### config.mk
export PLATFORM = sky130hd
export DESIGN_NAME = fft_reorder_buf
export DESIGN_NICKNAME = d
export VERILOG_FILES = /design/src/rtl/fft_reorder_buf_pkg.sv /design/src/rtl/fft_reorder_buf_pp_ram.sv /design/src/rtl/fft_reorder_buf.sv
export SDC_FILE = /design/constraint.sdc
export NUM_CORES = 1
export LEC_CHECK = 0
export BUFFER_PORTS_ARGS = -buffer_cell sky130_fd_sc_hd__buf_2
export CAP_MARGIN = 20
export CORE_MARGIN = 2
export CORE_UTILIZATION = 43
export CTS_CLUSTER_SIZE = 25
export DETAILED_ROUTE_END_ITERATION = 10
export GPL_ROUTABILITY_DRIVEN = 0
export PLACE_DENSITY = 0.66
export RECOVER_POWER = 25
export SKIP_CTS_REPAIR_TIMING = 1
export SLEW_MARGIN = 10
export SYNTH_ARGS = -nofsm -noshare
export SYNTH_HDL_FRONTEND = slang
export SYNTH_SLANG_ARGS = --single-unit
### constraint.sdc
create_clock -name clk -period 9.1 [get_ports clk]
set_input_delay 2.275 -clock clk [delete_from_list [all_inputs] [get_ports clk]]
set_output_delay 2.275 -clock clk [all_outputs]
set_load 0.01 [all_outputs]
### src/rtl/fft_reorder_buf_pkg.sv
// fft_pkg: shared definitions for the FFT reorder buffer and the FFT core.
//   FFT_N / PTS  - default transform size (log2 and points per frame)
//   wr_state_e   - write-side FSM states
//   bitrev()     - reverses the low n bits of an index (n <= 12)
package fft_pkg;

    localparam int FFT_N = 4;
    localparam int PTS   = 1 << FFT_N;

    typedef enum logic [1:0] {
        IDLE = 2'd0,
        FILL = 2'd1,
        DROP = 2'd2
    } wr_state_e;

    // Bits at or above n stay zero, so callers can slice the low n bits.
    function automatic logic [11:0] bitrev(input logic [11:0] idx, input int n);
        logic [11:0] r;
        r = '0;
        for (int i = 0; i < 12; i++) begin
            if (i < n) begin
                r[i] = idx[n-1-i];
            end
        end
        return r;
    endfunction

endpackage

### src/rtl/fft_reorder_buf_pp_ram.sv
// fft_pp_ram: two-bank register-array RAM for the reorder buffer.
//   clk                       - clock
//   wr_en/wr_bank/wr_addr     - registered write port
//   wr_data                   - {re, im} word to store
//   rd_bank/rd_addr           - combinational read address
//   rd_data                   - {re, im} word at the read address
// Contents are not reset.
module fft_pp_ram
    import fft_pkg::*;
#(
    parameter int N = 4,
    parameter int W = 16
) (
    input  logic           clk,
    input  logic           wr_en,
    input  logic           wr_bank,
    input  logic [N-1:0]   wr_addr,
    input  logic [2*W-1:0] wr_data,
    input  logic           rd_bank,
    input  logic [N-1:0]   rd_addr,
    output logic [2*W-1:0] rd_data
);

    // The bank bit is the MSB of the flat array address.
    logic [2*W-1:0] mem_q [2**(N+1)];

    always_ff @(posedge clk) begin
        if (wr_en) begin
            mem_q[{wr_bank, wr_addr}] <= wr_data;
        end
    end

    assign rd_data = mem_q[{rd_bank, rd_addr}];

endmodule

### src/rtl/fft_reorder_buf.sv
// fft_reorder_buf: ping-pong buffer that turns bit-reversed FFT output frames
// of 2^N complex samples into natural bin order on a valid/ready stream.
//   clk, rst (sync, active high)
//   in_start/in_valid/in_re/in_im - input frame, sample 0 marked by in_start
//   out_valid/out_ready           - output handshake
//   out_start/out_last/out_idx    - frame markers and natural bin index
//   out_re/out_im                 - output sample
//   drop                          - one-cycle pulse when an input frame is discarded
// Optional macro FFT_REORDER_STATS_EN adds frame_cnt (wrapping count of
// completed output frames) and drop_cnt (saturating count of drop pulses).
module fft_reorder_buf
    import fft_pkg::*;
#(
    parameter int N = 4,
    parameter int W = 16
) (
    input  logic         clk,
    input  logic         rst,
    input  logic         in_start,
    input  logic         in_valid,
    input  logic [W-1:0] in_re,
    input  logic [W-1:0] in_im,
    output logic         out_valid,
    input  logic         out_ready,
    output logic         out_start,
    output logic         out_last,
    output logic [N-1:0] out_idx,
    output logic [W-1:0] out_re,
    output logic [W-1:0] out_im,
`ifdef FFT_REORDER_STATS_EN
    output logic [15:0]  frame_cnt,
    output logic [15:0]  drop_cnt,
`endif
    output logic         drop
);

    localparam logic [N-1:0] LAST_IDX = {N{1'b1}};

    wr_state_e      state_q, state_d;
    logic [N-1:0]   k_q, k_d;
    logic [N-1:0]   j_q, j_d;
    logic           wr_bank_q, wr_bank_d;
    logic           rd_bank_q, rd_bank_d;
    logic [1:0]     full_q, full_d;
    logic           out_valid_q, out_valid_d;
    logic           out_start_q, out_start_d;
    logic           out_last_q, out_last_d;
    logic [N-1:0]   out_idx_q, out_idx_d;
    logic [W-1:0]   out_re_q, out_re_d;
    logic [W-1:0]   out_im_q, out_im_d;
    logic           drop_q, drop_d;

    logic           wr_en;
    logic [N-1:0]   wr_addr;
    logic [11:0]    rev_k;
    logic           set_full;
    logic           release_rd;
    logic           bank_busy;
    logic           load;
    logic [2*W-1:0] rd_data;

    fft_pp_ram #(.N(N), .W(W)) u_ram (
        .clk     (clk),
        .wr_en   (wr_en),
        .wr_bank (wr_bank_q),
        .wr_addr (wr_addr),
        .wr_data ({in_re, in_im}),
        .rd_bank (rd_bank_d),
        .rd_addr (j_q),
        .rd_data (rd_data)
    );

    // A bank handed back by the reader this cycle counts as free, so a new
    // frame arriving at that moment is accepted instead of dropped.
    assign release_rd = out_valid_q && out_ready && out_last_q;
    assign bank_busy  = full_q[wr_bank_q] && !(release_rd && (rd_bank_q == wr_bank_q));

    always_comb begin
        state_d   = state_q;
        k_d       = k_q;
        wr_bank_d = wr_bank_q;
        wr_en     = 1'b0;
        wr_addr   = '0;
        set_full  = 1'b0;
        drop_d    = 1'b0;
        rev_k     = bitrev(12'(k_q), N);
        case (state_q)
            FILL: begin
                if (in_valid) begin
                    wr_en = 1'b1;
                    if (in_start) begin
                        // Restart in the same bank; the partial frame is overwritten.
                        wr_addr = '0;
                        k_d     = N'(1);
                    end else begin
                        wr_addr = rev_k[N-1:0];
                        if (k_q == LAST_IDX) begin
                            set_full  = 1'b1;
                            wr_bank_d = ~wr_bank_q;
                            k_d       = '0;
                            state_d   = IDLE;
                        end else begin
                            k_d = k_q + 1'b1;
                        end
                    end
                end
            end
            default: begin
                if (in_valid && in_start) begin
                    if (bank_busy) begin
                        drop_d  = 1'b1;
                        state_d = DROP;
                    end else begin
                        wr_en   = 1'b1;
                        wr_addr = '0;
                        k_d     = N'(1);
                        state_d = FILL;
                    end
                end
            end
        endcase
    end

    // On a release the read side already points at the other bank, so the
    // next frame can be loaded in the same cycle without a bubble.
    always_comb begin
        rd_bank_d   = release_rd ? ~rd_bank_q : rd_bank_q;
        full_d      = full_q;
        j_d         = j_q;
        out_valid_d = out_valid_q;
        out_start_d = out_start_q;
        out_last_d  = out_last_q;
        out_idx_d   = out_idx_q;
        out_re_d    = out_re_q;
        out_im_d    = out_im_q;
        if (release_rd) begin
            full_d[rd_bank_q] = 1'b0;
        end
        if (set_full) begin
            full_d[wr_bank_q] = 1'b1;
        end
        load = full_q[rd_bank_d] && (!out_valid_q || out_ready);
        if (load) begin
            out_valid_d = 1'b1;
            out_re_d    = rd_data[2*W-1:W];
            out_im_d    = rd_data[W-1:0];
            out_idx_d   = j_q;
            out_start_d = (j_q == '0);
            out_last_d  = (j_q == LAST_IDX);
            j_d         = j_q + 1'b1;
        end else if (out_ready) begin
            out_valid_d = 1'b0;
        end
    end

    always_ff @(posedge clk) begin
        if (rst) begin
            state_q     <= IDLE;
            k_q         <= '0;
            j_q         <= '0;
            wr_bank_q   <= 1'b0;
            rd_bank_q   <= 1'b0;
            full_q      <= '0;
            out_valid_q <= 1'b0;
            out_start_q <= 1'b0;
            out_last_q  <= 1'b0;
            out_idx_q   <= '0;
            out_re_q    <= '0;
            out_im_q    <= '0;
            drop_q      <= 1'b0;
        end else begin
            state_q     <= state_d;
            k_q         <= k_d;
            j_q         <= j_d;
            wr_bank_q   <= wr_bank_d;
            rd_bank_q   <= rd_bank_d;
            full_q      <= full_d;
            out_valid_q <= out_valid_d;
            out_start_q <= out_start_d;
            out_last_q  <= out_last_d;
            out_idx_q   <= out_idx_d;
            out_re_q    <= out_re_d;
            out_im_q    <= out_im_d;
            drop_q      <= drop_d;
        end
    end

    assign out_valid = out_valid_q;
    assign out_start = out_start_q;
    assign out_last  = out_last_q;
    assign out_idx   = out_idx_q;
    assign out_re    = out_re_q;
    assign out_im    = out_im_q;
    assign drop      = drop_q;

`ifdef FFT_REORDER_STATS_EN
    logic [15:0] frame_cnt_q, frame_cnt_d;
    logic [15:0] drop_cnt_q, drop_cnt_d;

    // frame_cnt wraps naturally; drop_cnt sticks at all-ones.
    always_comb begin
        frame_cnt_d = frame_cnt_q;
        drop_cnt_d  = drop_cnt_q;
        if (release_rd) begin
            frame_cnt_d = frame_cnt_q + 16'd1;
        end
        if (drop_d && (drop_cnt_q != 16'hFFFF)) begin
            drop_cnt_d = drop_cnt_q + 16'd1;
        end
    end

    always_ff @(posedge clk) begin
        if (rst) begin
            frame_cnt_q <= '0;
            drop_cnt_q  <= '0;
        end else begin
            frame_cnt_q <= frame_cnt_d;
            drop_cnt_q  <= drop_cnt_d;
        end
    end

    assign frame_cnt = frame_cnt_q;
    assign drop_cnt  = drop_cnt_q;
`endif

endmodule

# Word level (Yosys, flattened, before mapping)
# Memories as Yosys holds them, arrays and structs flattened. A register that Yosys moved wholly into a read port is not among the register bits.
# Index checks and enable logic that the tools add are counted.
# totals
reg_bits	22
ram_bits	1024
word_cells	91
memories	1
# mem_list
memory	words	width	read_ports	rd_clocked_by_memory_dff	wr	line_no	source
u_ram.mem_q	32	32	1	1	1	fft_reorder_buf_pp_ram.sv:25	logic [2*W-1:0] mem_q [2**(N+1)];
# op_classes
n_addsub	2
magnitude_cmp	5
n_eq_ne	8
muxes	39
bitwise	7
reduce_logical	18
# ops
op	n
$mux W4	9
$mux W1	20
$mux W2	8
$add A4 B1 Y4 const B	2
$eq A4 B4 Y1 const B	2
$logic_and A1 B1 Y1	8
$reduce_and A4 Y1	2
$lt A1 B2 Y1 const B	3
$ne A2 B2 Y1 const B	3
$logic_not A4 Y1	1
$not A1 Y1	4
$reduce_bool A2 Y1	2
$reduce_and A3 Y1	1
$reduce_or A3 Y1	1
$and A2 B2 Y2	1
$demux W1 S1	2
$eq A2 B1 Y1 const B	1
$ge A1 B1 Y1 const B	2
$logic_not A1 Y1	2
$ne A2 B1 Y1 const B	1
$not A2 Y2	1
$or A2 B2 Y2	1
$eq A1 B1 Y1	1
$logic_or A1 B1 Y1	1

# Depth between registers and ports, before layout
# Gate-level depths: netlist (run 1).
# logic_depth
depth_word	10
ltp_mapped	10
depth_no_buf	5

# Modules after synthesis
# A second synthesis (run 1) with hierarchy kept.
# unflattened
hier_cells	2514
area_unflattened_um2	42261.8
# modules_own_cells
module	instances	cells_per_inst	area_per_inst_um2	seq_area_each_um2
fft_pp_ram	1	2228	39850.7	30749.5
fft_reorder_buf	1	286	2411.1	1081.0

# Worst setup path before layout (run 1)
# OpenSTA, ideal clock, no wires.
# synth_timing
path_kind	input -> register
start	input port in_valid
end	memory u_ram.mem_q[21][0] in the netlist's numbering (enable)
setup_time_ps	421
arrival_time_ps	4663
required_time_ps	8679
path_slack_ps	4016
cell_stages	4
path_cell_list	nor4bb_1 clkbuf_1 nand3b_1 nor2_1
# synth_via
elab_chain_cells	5
# synth_lines
item	line_no	source
start: declaration	fft_reorder_buf.sv:20	input logic in_valid,
$logic_and A1 B1 Y1	fft_reorder_buf.sv:109	if (in_valid && in_start) begin
$mux W1	fft_reorder_buf.sv:109	
$mux W1	fft_reorder_buf.sv:87	case (state_q)
$mux W1	fft_reorder_buf_pp_ram.sv:28	if (wr_en) begin
$mux W1 (not written as such)	fft_reorder_buf_pp_ram.sv:29	mem_q[{wr_bank, wr_addr}] <= wr_data;
end: declaration	fft_reorder_buf_pp_ram.sv:25	
# Several ways; a longest one is shown, not always the timed one.

# Worst setup path after layout (run 1)
# layout_timing
start	input port out_ready
end	memory u_ram.mem_q[4][27] in the netlist's numbering (enable)
# layout_via
elab_chain_cells	10
# layout_lines
item	line_no	source
start: declaration	fft_reorder_buf.sv:24	input logic out_ready,
$logic_and A1 B1 Y1 (2 in a row)	fft_reorder_buf.sv:75	assign release_rd = out_valid_q && out_ready && out_last_q;
$logic_and A1 B1 Y1	fft_reorder_buf.sv:76	assign bank_busy = full_q[wr_bank_q] && !(release_rd && (rd_bank_q == wr_bank_q));
$logic_not A1 Y1	fft_reorder_buf.sv:76	
$logic_and A1 B1 Y1	fft_reorder_buf.sv:76	
$mux W1	fft_reorder_buf.sv:110	if (bank_busy) begin
$mux W1	fft_reorder_buf.sv:109	
$mux W1	fft_reorder_buf.sv:87	
$mux W1	fft_reorder_buf_pp_ram.sv:28	
$mux W1 (not written as such)	fft_reorder_buf_pp_ram.sv:29	
# Every way passes these cells.

==> out/qor.yml, run 1 <==
cells_and_area:
  n_antenna_cell: 0
  drive_above_1_share_pct: 27.2
  stdcell_count: 3478
  final_nets: 2163
  synthToLayoutAreaGrowth_pct: 14.0
worst_setup_path:
  rrSetupSlack_ns: 4.91
  cp.required_ns: 9.37
  critical_path.startpoint_type: "input port"
  reg2reg_depth: 6
  rr_endpoint: "out_re[15]"
  worstSetupEndpointType: "flip-flop"
  arrival_ns: 4.85
  path_max_fanout: 32
  rr_startpoint: "j_q[0]"
  crit_end: "u_ram.mem_q[4][27]"
  crit_start: "out_ready"
  worstSetupPathType: "in2reg"
floorplanning:
  core_area_sq_um: 95300
  die_x_microns: 315
  core.rowCount: 113
  num_io_pins: 77
  start_util_pct: 43.5
  fp.dieH_microns: 315
  die_area_sq_um: 99000
outcome:
  outcome: "complete, but fails checks"
  violations: "capacitance limit, slew limit"
synthesis:
  synth_area_leader_cell: "edfxtp_1"
  ys.flop_type: "edfxtp_1"
  ys_seq_area_share_pct: 76.7
  async_flop_share_pct: 0
  yosysWarnings: 0
  synth_top_cell_area_share_pct: 74.1
  synthTopCellsByArea: "edfxtp_1 (74%), mux4_2 (12%), dfxtp_1 (2.6%)"
  syn_area_per_cell_sq_um: 20.5
  ys_top_cells_by_count: "edfxtp_1 (1024), mux4_2 (226), nand2_1 (111)"
  synthDistinctLibCells: 47
  ys_ff_latch: 1078
  synth_cells: 2020
  synth-edff-count: 1024
  syn_area_sq_um: 41500
  synthesis.nets: 2060
  yosysMostFrequentCell: "edfxtp_1"
placed_design:
  dp.cells: 3266
  post-dp-hpwl_microns: 61600
  portBuffers: 76
cts:
  cts.clk_slew.worst_paths_ns: 0.06
  cts_root_buf: "clkbuf_16"
  clock_path_buffers: 3
  cts_buffers: 104
  htree_levels: 3
  cts_tree: "yes"
  insertion_delay_ns: 0.68
  cts.sinks: 1078
detailed_routing:
  first_pass_iters: 6
  highest_layer: "met4"
  wire_per_inst_microns: 29.2
  met3_length_microns: 7860
  vias: 20600
  wl_met2_microns: 48800
  postRouteAntennaNets: 0
  drc: 0
  drt_iter0_markers: 2834
  vias_per_cell: 5.93
  wl_met1_microns: 42000
  drt-total-wl_microns: 102000
grt:
  grt_usage_pct: 20.6
  overflow: 0
  grt_max_degree: 138
  grt_antenna_before_repair: 5
  grt_pass1_vias: 20400
  grt_first_pass_wirelength_microns: 147000
timing:
  post-route-period-util_pct: 50.3
  final.setup.tns_ns: 0
  hold_viol_final: 0
  slew_headroom_pct: -30.0
  clock_skew_ns: 0.0308
  slew_viol_final: 693
  worst_pin_slew_ns: 1.95
  fmaxAchievable_mhz: 218
  setup_violations: 0
  fin_crit_ns: 4.58
  rsz0062_at_grt: "false"
power:
  p_total_mw: 9.93
  power_leakage_nw: 14.3
  power_density_nw_per_um2: 210
  peakVddDrop_mv: 0.152
job:
  drv_cap: 21
min_path:
  hold_class: "reg2reg"
==> cell families (layout without fill, tap and decap cells) <==
family,Yosys count,in the layout,share of synthesized area [%]
compound gates,157,157,2.47
xor+xnor,2,2,0.0422
fa+ha+maj,3,3,0.0905
buf+inv,128,321,1.58
flops,1078,1078,76.7
mux,355,355,15.6
simple gates,297,297,3.52
==> final cells by class <==
cell class	count	area, sq um
fill	7581	48000
sequential	1078	31800
multi-input combinational	814	9280
clock buffer	132	2790
tap	1265	1580
timing repair buffer	119	1110
clock inverter	64	666
inverter	6	25.0
==> routing by layer <==
layer  vias up  track usage (%)
li1       8583                -
met1     11000             29.7
met2       938             32.6
met3       140             3.19
met4         0             6.14
met5         -                0
==> registers in the layout, summed over array words and instances, names as in the netlist <==
register,flops
out_last,1
wr_bank_q,1
j_q,4
out_re,16
drop,1
full_q,2
out_start,1
out_idx,4
k_q,4
out_im,16
state_q,2
u_ram.mem_q,1024
rd_bank_q,1
out_valid,1
==> where the power goes <==
group	total [mW]	internal [mW]	switching, mW
Combinational	0.148	0.0247	0.124
Sequential	5.44	5.44	0.00370
Clock	4.34	2.52	1.83
==> how the worst min path moves through the flow <==
| stage | startpoint | endpoint | slack (ns) | cells past startpoint |
|---|---|---|---|---|
| detailed placement | out_start | out_start | 0.45 | 2 |
| CTS | out_start | out_start | 0.46 | 2 |
| global route | out_start | out_start | 0.48 | 2 |
| finish | out_start | out_start | 0.45 | 2 |
| global placement | out_idx[1] | out_idx[1] | 0.44 | 2 |
| floorplan | out_idx[1] | out_idx[1] | 0.48 | 2 |
==> per-stage QoR <==
stage	cell area [sq um]	setup WS [ns]	hold slack, ns	util, %
final	47300	4.52	0.451	49.6
after floorplan	41500	4.02	0.476	-
after detailed placement	43500	3.72	0.449	45.6
after CTS	46900	4.42	0.457	49.3
after global placement	43300	3.65	0.441	45.4
after global routing	47300	4.38	0.479	49.6
==> layout by cell type, fill, tap and decap left out, drive strengths merged, types with 31 or more instances in the layout <==
master	instances
nor3	33
buf	98
nor4	31
clkbuf	153
dfxtp	54
nor2	83
mux2	62
mux2i	67
mux4	226
nand2	111
clkinv	42
a21oi	47
edfxtp	1024
==> critical path: stages <==
cell and delay [ns]:
buf_2 0.16, nand4_1 0.14, a32o_1 0.36, o21ai_1 0.36, nand2b_1 0.54, nor2_4 0.99
No activity file was read; power rests on OpenSTA's default activity.
==> run 2, diff against run 1 <==
- ABC_AREA: not set -> 1
- PLACE_DENSITY: 0.66 -> 0.68
- clock period: 9.1 -> 3.83 ns (I/O delays scaled with it)
==> run 2 against run 1 <==
- register-to-register slack got worse by 3.7 ns
- global-route usage rose by 0.79 points
- non-clock buffer count rose by 38
- critical path type is now reg2reg
- first-iteration DRC count rose by 23%
- combinational power rose to 2.6 times the previous value
- largest power group unchanged
- clock power rose by 140%
- the flow still finishes with violations (capacitance limit, slew limit)
- clock-buffer cell count rose by 17
- total power rose by 140%
- sequential power rose by 140%
- sequential cell count did not move
- critical endpoint is now out_re[4]
- cell area rose by 7.5%
==> out/qor.yml, run 2 <==
grt:
  grt_first_pass_wirelength_microns: 174000
  grt_usage_pct: 21.4
  grt_use_met3_pct: 2.45
  grt_pass1_vias: 28500
  met1_usage_pct: 28.2
  grt_antenna_before_repair: 0
  grt_max_degree: 164
  met2_usage_pct: 35.9
  overflow: 0
  busiest_layer: "met2"
synthesis:
  synth-edff-count: 1024
  syn_area_per_cell_sq_um: 10.6
  synth_top_cell_area_share_pct: 67.8
  ys_top_cells_by_count: "nand2_1 (1386), edfxtp_1 (1024), inv_1 (533)"
  yosysWarnings: 0
  ys_seq_area_share_pct: 70.2
  synthesis.nets: 4327
  synthDistinctLibCells: 28
  synth_cells: 4287
  ys.flop_type: "edfxtp_1"
  async_flop_share_pct: 0
  yosysMostFrequentCell: "nand2_1"
  syn_area_sq_um: 45400
  ys_ff_latch: 1078
  synthTopCellsByArea: "edfxtp_1 (68%), nand2_1 (11%), inv_1 (4.4%)"
  synth_area_leader_cell: "edfxtp_1"
timing:
  post-route-period-util_pct: 68.4
  slew_headroom_pct: -26.9
  clock_skew_ns: 0.0608
  slew_viol_final: 793
  finalWorstSetupSlack_ns: 1.21
  rsz0062_at_grt: "false"
  whs_ns: 0.474
  final.setup.tns_ns: 0
  worst_pin_slew_ns: 1.90
  fmaxAchievable_mhz: 382
  setup_violations: 0
  fin_crit_ns: 2.62
  hold_viol_final: 0
cells_and_area:
  top_register: "u_ram.mem_q"
  layout_common_cells: "nand2_1 (1386), edfxtp_1 (1024), inv_1 (531), nand3_1 (367), nor2_1 (312)"
  drive_above_1_share_pct: 7.70
  largest_reg_flops: 1024
  final_nets: 4379
  layout_commonest_cell: "nand2_1"
  synthToLayoutAreaGrowth_pct: 12.1
  stdcell_count: 5821
worst_setup_path:
  arrival_ns: 3.17
  worstSetupPathType: "reg2reg"
  critical_path.startpoint_type: "flip-flop"
  path_max_fanout: 28
  worstSetupEndpointType: "flip-flop"
  slowest_delay_ns: 0.47
  crit_top_cell: "nand2_1"
  slowest_stage: "buf_4"
  critical-path-top-delay-family: "simple AND/OR/NAND/NOR gates"
  path_buf_inv: 2
  path_cells: "nand2_1, clkinv_2, buf_4, nand2_1, nand2_1, nor2_1, nand2_1, nand2_1, a21oi_1"
  cp.required_ns: 4.38
floorplanning:
  start_util_pct: 43.2
  die_x_microns: 329
  core.rowCount: 119
  num_io_pins: 77
  die_area_sq_um: 108000
  fp.dieH_microns: 329
  core_area_sq_um: 105000
power:
  power_leakage_nw: 20.2
  power_density_nw_per_um2: 462
  peakVddDrop_mv: 0.361
detailed_routing:
  drt_iter0_markers: 3490
  drt-total-wl_microns: 116000
  wire_per_inst_microns: 19.9
  first_pass_iters: 6
  drc: 0
  vias_per_cell: 5.11
  vias: 29700
  postRouteAntennaNets: 0
outcome:
  outcome: "complete, but fails checks"
  violations: "capacitance limit, slew limit"
job:
  drv_cap: 24
cts:
  cts_root_buf: "clkbuf_16"
  clock_path_buffers: 3
  insertion_delay_ns: 0.71
  cts.sinks: 1078
  cts.clk_slew.worst_paths_ns: 0.06
  htree_levels: 3
  cts_tree: "yes"
  cts_buffers: 109
placed_design:
  portBuffers: 76
  dp_slack_ns: 0.727
  dp.cells: 5619
  post-dp-hpwl_microns: 67100
min_path:
  hold_class: "reg2reg"
==> run 2: changes by cell type in the layout (fill, tap and decap cells not counted), sizes merged, moves of 33 or more <==
cell / before / now
a21oi: 47 / 205
mux2: 62 / 0
nand2: 111 / 1388
o21ai: 4 / 135
nand3: 8 / 368
inv: 14 / 539
mux4: 226 / 0
mux2i: 67 / 0
nor2: 83 / 348
nor3: 33 / 0
buf: 98 / 132
==> run 2: cells by family (layout without fill, tap and decap cells) <==
family,Yosys count,count (layout),share of synthesized area (%)
AND/OR/NAND/NOR,2107,2107,18.5
flip-flops,1078,1078,70.2
buffers and inverters,753,895,7.23
AO/OA/AOI/OAI,341,341,3.85
XOR/XNOR,5,5,0.130
adder cells (fa/ha/maj),3,3,0.0828
other,0,1,0
==> run 2: layout make-up <==
type                    instances  area [sq um]
flip-flops and latches       1078         31800
clock inverters                52           445
multi-input cells            2456         10500
well taps                    1391          1740
repair buffers                157          1260
diodes                          1          2.50
fillers                      9212         54100
inverters                     537          2040
clock buffers                 149          3010
==> run 2: per-layer routing <==
metal  vias up  share of wire [%]
met5         -                  0
met4         0                3.8
met3       165                6.6
met2      1123                 49
met1     14300                 40
li1      14100                  -
==> run 2: worst min-delay path, stage by stage (launching register included) <==
cell and delay (ns):
dfxtp_1 0.31, nand2_1 0.06, a21oi_1 0.05
==> run 2: per-stage QoR <==
stage                     util [%]  cell area, sq um  power (mW)
after floorplan                  -             45400        13.3
after global placement        45.2             47400        13.6
after detailed placement      45.2             47400        13.6
after CTS                     48.5             50900        23.6
after global routing          48.4             50800        24.1
final                         48.4             50800        23.5
==> run 2: worst paths after layout <==
check,start,cells after the start,slack (ns),endpoint
setup / recovery,j_q[2],9,1.21,out_re[4]
hold reg to reg,state_q[0],2,0.47,state_q[0]
hold / removal,state_q[0],2,0.47,state_q[0]
setup reg to reg,j_q[2],9,1.21,out_re[4]
==> run 2: power breakdown <==
part,internal (mW),switching [mW],leakage [nW]
clock network,5.77,4.41,1.68
logic,0.0489,0.332,8.85
registers,12.9,0.00718,9.65
total,18.8,4.75,20.2
